### config.mk
export PLATFORM = sky130hd
export DESIGN_NAME = ex_stage
export DESIGN_NICKNAME = d
export VERILOG_FILES = /design/src/rtl/ex_stage.sv
export SDC_FILE = /design/constraint.sdc
export NUM_CORES = 1
export LEC_CHECK = 0
export ABC_AREA = 0
export BUFFER_PORTS_ARGS = -buffer_cell sky130_fd_sc_hd__buf_4
export CAP_MARGIN = 20
export CORE_ASPECT_RATIO = 0.7
export CORE_MARGIN = 2
export CORE_UTILIZATION = 40
export DETAILED_ROUTE_END_ITERATION = 8
export SETUP_SLACK_MARGIN = 0.5
export SYNTH_ARGS = -nofsm -noshare
export SYNTH_HDL_FRONTEND = slang
export SYNTH_SLANG_ARGS = --single-unit
### constraint.sdc
create_clock -name vclk -period 13
set_input_delay 2.6 -clock vclk [all_inputs]
set_output_delay 2.6 -clock vclk [all_outputs]
set_load 0.02 [all_outputs]
### src/rtl/ex_stage.sv
// RV32 execute stage: operand forwarding, ALU, branch resolution and an
// iterative RV32M unit enabled by EX_MULDIV_EN (stall tied low when undefined).
module ex_stage #(
    parameter int XLEN    = 32,
    parameter int MD_ITER = 32
) (
    input  logic            clk,
    input  logic            rstn,
    input  logic [XLEN-1:0] ex_pc,
    input  logic [XLEN-1:0] ex_regs_data1,
    input  logic [XLEN-1:0] ex_regs_data2,
    input  logic [XLEN-1:0] ex_imm,
    input  logic [2:0]      ex_func3_code,
    input  logic            ex_func7_code,
    input  logic [2:0]      ex_alu_op,
    input  logic [1:0]      ex_alu_src1,
    input  logic [1:0]      ex_alu_src2,
    input  logic            ex_br,
    input  logic            ex_jump,
    input  logic            ex_br_addr_mode,
    input  logic            ex_muldiv,
    input  logic [4:0]      ex_rs1,
    input  logic [4:0]      ex_rs2,
    input  logic            mem_regs_write,
    input  logic [4:0]      mem_rd,
    input  logic [XLEN-1:0] mem_alu_result,
    input  logic            wb_regs_write,
    input  logic [4:0]      wb_rd,
    input  logic [XLEN-1:0] wb_data,
    input  logic            ex_flush,
    output logic [XLEN-1:0] ex_result,
    output logic [XLEN-1:0] ex_store_data,
    output logic            ex_br_taken,
    output logic [XLEN-1:0] ex_br_target,
    output logic            ex_stall
);

    logic [XLEN-1:0] fwd1, fwd2, src1, src2, alu_res, br_sum;
    logic            cond;

    // MEM beats WB; x0 is never forwarded
    always_comb begin
        fwd1 = ex_regs_data1;
        if (mem_regs_write && mem_rd != 5'd0 && mem_rd == ex_rs1)
            fwd1 = mem_alu_result;
        else if (wb_regs_write && wb_rd != 5'd0 && wb_rd == ex_rs1)
            fwd1 = wb_data;
    end

    always_comb begin
        fwd2 = ex_regs_data2;
        if (mem_regs_write && mem_rd != 5'd0 && mem_rd == ex_rs2)
            fwd2 = mem_alu_result;
        else if (wb_regs_write && wb_rd != 5'd0 && wb_rd == ex_rs2)
            fwd2 = wb_data;
    end

    always_comb begin
        src1 = '0;
        unique case (ex_alu_src1)
            2'b00:   src1 = fwd1;
            2'b01:   src1 = ex_pc;
            default: src1 = '0;
        endcase
    end

    always_comb begin
        src2 = '0;
        unique case (ex_alu_src2)
            2'b00:   src2 = fwd2;
            2'b01:   src2 = ex_imm;
            2'b10:   src2 = XLEN'(4);
            default: src2 = '0;
        endcase
    end

    always_comb begin
        alu_res = '0;
        unique case (ex_alu_op)
            3'b000: alu_res = src1 + src2;
            3'b001, 3'b010: begin
                unique case (ex_func3_code)
                    3'b000: alu_res = (ex_alu_op == 3'b001 && ex_func7_code)
                                      ? src1 - src2 : src1 + src2;
                    3'b001: alu_res = src1 << src2[4:0];
                    3'b010: alu_res = XLEN'($signed(src1) < $signed(src2));
                    3'b011: alu_res = XLEN'(src1 < src2);
                    3'b100: alu_res = src1 ^ src2;
                    3'b101: alu_res = ex_func7_code
                                      ? XLEN'($signed(src1) >>> src2[4:0])
                                      : src1 >> src2[4:0];
                    3'b110: alu_res = src1 | src2;
                    default: alu_res = src1 & src2;
                endcase
            end
            3'b011:  alu_res = src1 - src2;
            3'b100:  alu_res = src2;
            default: alu_res = '0;
        endcase
    end

    always_comb begin
        cond = 1'b0;
        unique case (ex_func3_code)
            3'b000:  cond = fwd1 == fwd2;
            3'b001:  cond = fwd1 != fwd2;
            3'b100:  cond = $signed(fwd1) <  $signed(fwd2);
            3'b101:  cond = $signed(fwd1) >= $signed(fwd2);
            3'b110:  cond = fwd1 <  fwd2;
            3'b111:  cond = fwd1 >= fwd2;
            default: cond = 1'b0;
        endcase
    end

    assign br_sum        = fwd1 + ex_imm;
    assign ex_br_taken   = ex_jump | (ex_br & cond);
    assign ex_br_target  = ex_br_addr_mode ? {br_sum[XLEN-1:1], 1'b0}
                                           : ex_pc + ex_imm;
    assign ex_store_data = fwd2;

`ifdef EX_MULDIV_EN
    typedef enum logic [1:0] {MD_IDLE, MD_BUSY, MD_DONE} md_state_e;

    localparam int CW = $clog2(MD_ITER) + 1;

    md_state_e         state_q, state_d;
    logic [CW-1:0]     cnt_q, cnt_d;
    logic [2*XLEN-1:0] acc_q, acc_d, step, prod_s;
    logic [XLEN-1:0]   opb_q, opb_d, res_q, res_d;
    logic [XLEN-1:0]   a_mag, b_mag, quo_s, rem_s, md_fin;
    logic [XLEN:0]     msum, dsub;
    logic [2:0]        op_q, op_d;
    logic              neg_q, neg_d, rneg_q, rneg_d, dz_q, dz_d;
    logic              a_sgn, b_sgn, is_div, md_stall;

    assign is_div = ex_func3_code[2];
    assign a_sgn  = fwd1[XLEN-1] & (ex_func3_code == 3'b001 ||
                    ex_func3_code == 3'b010 || ex_func3_code == 3'b100 ||
                    ex_func3_code == 3'b110);
    assign b_sgn  = fwd2[XLEN-1] & (ex_func3_code == 3'b001 ||
                    ex_func3_code == 3'b100 || ex_func3_code == 3'b110);
    assign a_mag  = a_sgn ? -fwd1 : fwd1;
    assign b_mag  = b_sgn ? -fwd2 : fwd2;

    // acc holds {hi, lo} for mul and {rem, quo} for div
    always_comb begin
        msum = {1'b0, acc_q[2*XLEN-1:XLEN]} + (acc_q[0] ? {1'b0, opb_q} : '0);
        dsub = acc_q[2*XLEN-1:XLEN-1] - {1'b0, opb_q};
        step = {msum, acc_q[XLEN-1:1]};
        if (op_q[2])
            step = dsub[XLEN] ? {acc_q[2*XLEN-2:0], 1'b0}
                              : {dsub[XLEN-1:0], acc_q[XLEN-2:0], 1'b1};
    end

    always_comb begin
        prod_s = neg_q ? -step : step;
        quo_s  = dz_q ? '1 : (neg_q ? -step[XLEN-1:0] : step[XLEN-1:0]);
        rem_s  = rneg_q ? -step[2*XLEN-1:XLEN] : step[2*XLEN-1:XLEN];
        if (op_q[2])
            md_fin = op_q[1] ? rem_s : quo_s;
        else
            md_fin = (op_q[1:0] == 2'b00) ? prod_s[XLEN-1:0]
                                          : prod_s[2*XLEN-1:XLEN];
    end

    always_comb begin
        state_d  = state_q;
        cnt_d    = cnt_q;
        acc_d    = acc_q;
        opb_d    = opb_q;
        res_d    = res_q;
        op_d     = op_q;
        neg_d    = neg_q;
        rneg_d   = rneg_q;
        dz_d     = dz_q;
        md_stall = 1'b0;
        unique case (state_q)
            MD_IDLE: begin
                if (ex_muldiv && !ex_flush) begin
                    md_stall = 1'b1;
                    op_d     = ex_func3_code;
                    acc_d    = {{XLEN{1'b0}}, is_div ? a_mag : b_mag};
                    opb_d    = is_div ? b_mag : a_mag;
                    neg_d    = a_sgn ^ b_sgn;
                    rneg_d   = a_sgn;
                    dz_d     = is_div && fwd2 == '0;
                    cnt_d    = '0;
                    state_d  = MD_BUSY;
                end
            end
            MD_BUSY: begin
                if (ex_flush) begin
                    state_d = MD_IDLE;
                end else begin
                    md_stall = 1'b1;
                    acc_d    = step;
                    cnt_d    = cnt_q + 1'b1;
                    if (cnt_q == CW'(MD_ITER - 1)) begin
                        res_d   = md_fin;
                        state_d = MD_DONE;
                    end
                end
            end
            default: state_d = MD_IDLE;
        endcase
    end

    always_ff @(posedge clk or negedge rstn) begin
        if (!rstn) begin
            state_q <= MD_IDLE;
            cnt_q   <= '0;
            acc_q   <= '0;
            opb_q   <= '0;
            res_q   <= '0;
            op_q    <= '0;
            neg_q   <= 1'b0;
            rneg_q  <= 1'b0;
            dz_q    <= 1'b0;
        end else begin
            state_q <= state_d;
            cnt_q   <= cnt_d;
            acc_q   <= acc_d;
            opb_q   <= opb_d;
            res_q   <= res_d;
            op_q    <= op_d;
            neg_q   <= neg_d;
            rneg_q  <= rneg_d;
            dz_q    <= dz_d;
        end
    end

    assign ex_stall  = md_stall & rstn;
    assign ex_result = (state_q == MD_DONE && !ex_flush) ? res_q : alu_res;
`else
    logic unused_ok;

    assign unused_ok = ^{clk, rstn, ex_muldiv} ^ (MD_ITER == 0);
    assign ex_stall  = 1'b0;
    assign ex_result = alu_res;
`endif

endmodule

==> reports/metrics.cfg <==
[outcome]
status = complete, no violations

[min_path]
hold_class = primary input to output port

[critical_path]
cpPeakStageDelay_ps = 870
path_delay_family = compound AO/OA/AOI/OAI gates
path_cells = buf_4, or4_1, o211ai_2, buf_4, or2_2, buf_4, a311oi_1, o21ai_0, buf_4, inv_1, ha_1, and3_1, a2bb2oi_1, a211oi_1, o21ai_0, a211oi_1, nor4b_1, o41ai_1, a2111oi_0, o32ai_1, nand4b_1, buf_4
crit_path_end_kind = output port
critical_path_required_ps = 10400
worst-setup-path-type = primary input to output port
path_common_cell = buf_4
start_kind = primary input
worst-path-buf-inv = 6
critPathMaxFanout = 23
cp_slowest_cell = o41ai_1
cp.arrival_ps = 9810

[floorplan]
core_um2 = 42300
ios = 330
die_area_um2 = 44500
rows = 63
die_w_um = 251
die_h_um = 177
start_util = 0.405

[synthesis]
syn_nets = 3022
synth_most_common_cell = nor2_1
syn_inst = 2592
ys_warn_count = 0
synth.yosys.seq_area_share = 0
synth.avg_cell_area_um2 = 6.61
yosys.area.top_type_share = 0.142
synth_top_area_cell = ha_1
yosys-top-cells-area = ha_1 14%, mux2i_1 8.9%, o21ai_0 6.6%
ys_types = 95
syn_area_um2 = 17100
synth_common_cells = 241 x nor2_1, 226 x o21ai_0, 215 x nand2_1, 194 x ha_1, 188 x a21oi_1

[drt]
drt_iter0_drc = 3262
antenna_left = 0
drtPass1Iterations = 8
drt-vias-per-instance = 6.82
num_vias = 23075
drt_wl_total_um = 97900
drc = 0
wire_per_inst_um = 28.9

[timing]
final-hold-violation-count = 0
rsz0062_at_grt = true
whs_ps = 5510
finalWorstPathRequiredPeriod_ps = 12410
max_freq_mhz = 80.6
finalSetupViolations = 0
fin_tns_setup_ps = 0
final.period_utilization = 0.954
slew_headroom = 0.186
max_slew.worst_pin.slew_ps = 1220
maxSlewViolCount = 0

[grt]
grt_pass1_wl_um = 140000
grt-ovfl-total = 0
antenna_found_initial = 4
grtUsageTotal = 0.417
grt_pass1_vias = 20980
grt_max_degree = 64

[finish]
clkbuf_count = 0
regArea_um2 = 0
drive_gt1_frac = 0.178
nNetsFinal = 3260
syn2layout_area_growth_pct = 17.8
flops_and_latches = 0

[place]
numPortBuffers = 325
gp_congestion = 1.08
dp_hpwl_um = 79400

[job]
cap_violations = 0

[clock_network]
ctsResizeCount = 0

placed cells by master, fill, tap and decap left out, drive strengths merged, types with 37 or more instances in the layout:
master and count:
nand3 64, mux2i 154, a21o 73, nor3 64, buf 414, nor2 243, nand2 215, o211ai 48
xnor2 89, a31oi 44, a21oi 188, ha 194, inv 160, a211oi 37, o21ai 232
area by class of cell:
cell class,count,area [µm²]
fillers,4461,22100
well taps,552,691
repair buffers,415,3130
diodes,3,7.51
inverters,163,624
multi-input cells,2250,15700
routing by layer:
metal,vias up,part of all wire,GRT usage
li1,10192,-,-
met5,-,0,0
met2,1639,0.40,0.610
met4,0,0.037,0.129
met1,11038,0.44,0.603
met3,206,0.13,0.0890
logic make-up (layout without fill, tap and decap cells):
kind of cell | after synthesis | in the layout | share of synthesized area
simple gates | 772 | 772 | 0.210
buf+inv | 342 | 578 | 0.0845
mux | 191 | 191 | 0.119
fa+ha+maj | 198 | 198 | 0.146
compound gates | 969 | 969 | 0.379
xor+xnor | 119 | 119 | 0.0609
other cells | 1 | 4 | 0.000219
through the flow:
stage / util / setup WS [ps] / instance area, µm² / instances
6_report: 0.477 / 592 / 20200 / 3383
5_1_grt: 0.477 / 489 / 20200 / 3382
4_1_cts: 0.475 / 864 / 20100 / 3371
3_5_place_dp: 0.475 / 901 / 20100 / 3371
3_3_place_gp: 0.475 / 1050 / 20100 / 3371
2_1_floorplan: - / 1760 / 17100 / 2592
final timing paths:
path,from,end,slack (ps),depth (start not counted)
min,ex_imm[31],ex_br_target[31],5510,3
max,mem_rd[1],ex_result[29],590,22
timing repair:
item                                   4_1_cts  5_1_grt
endpoints found under the hold margin        0        0
hold buffers                                 0        0
buffers inserted                             0        8
setup endpoints to repair                    0        5
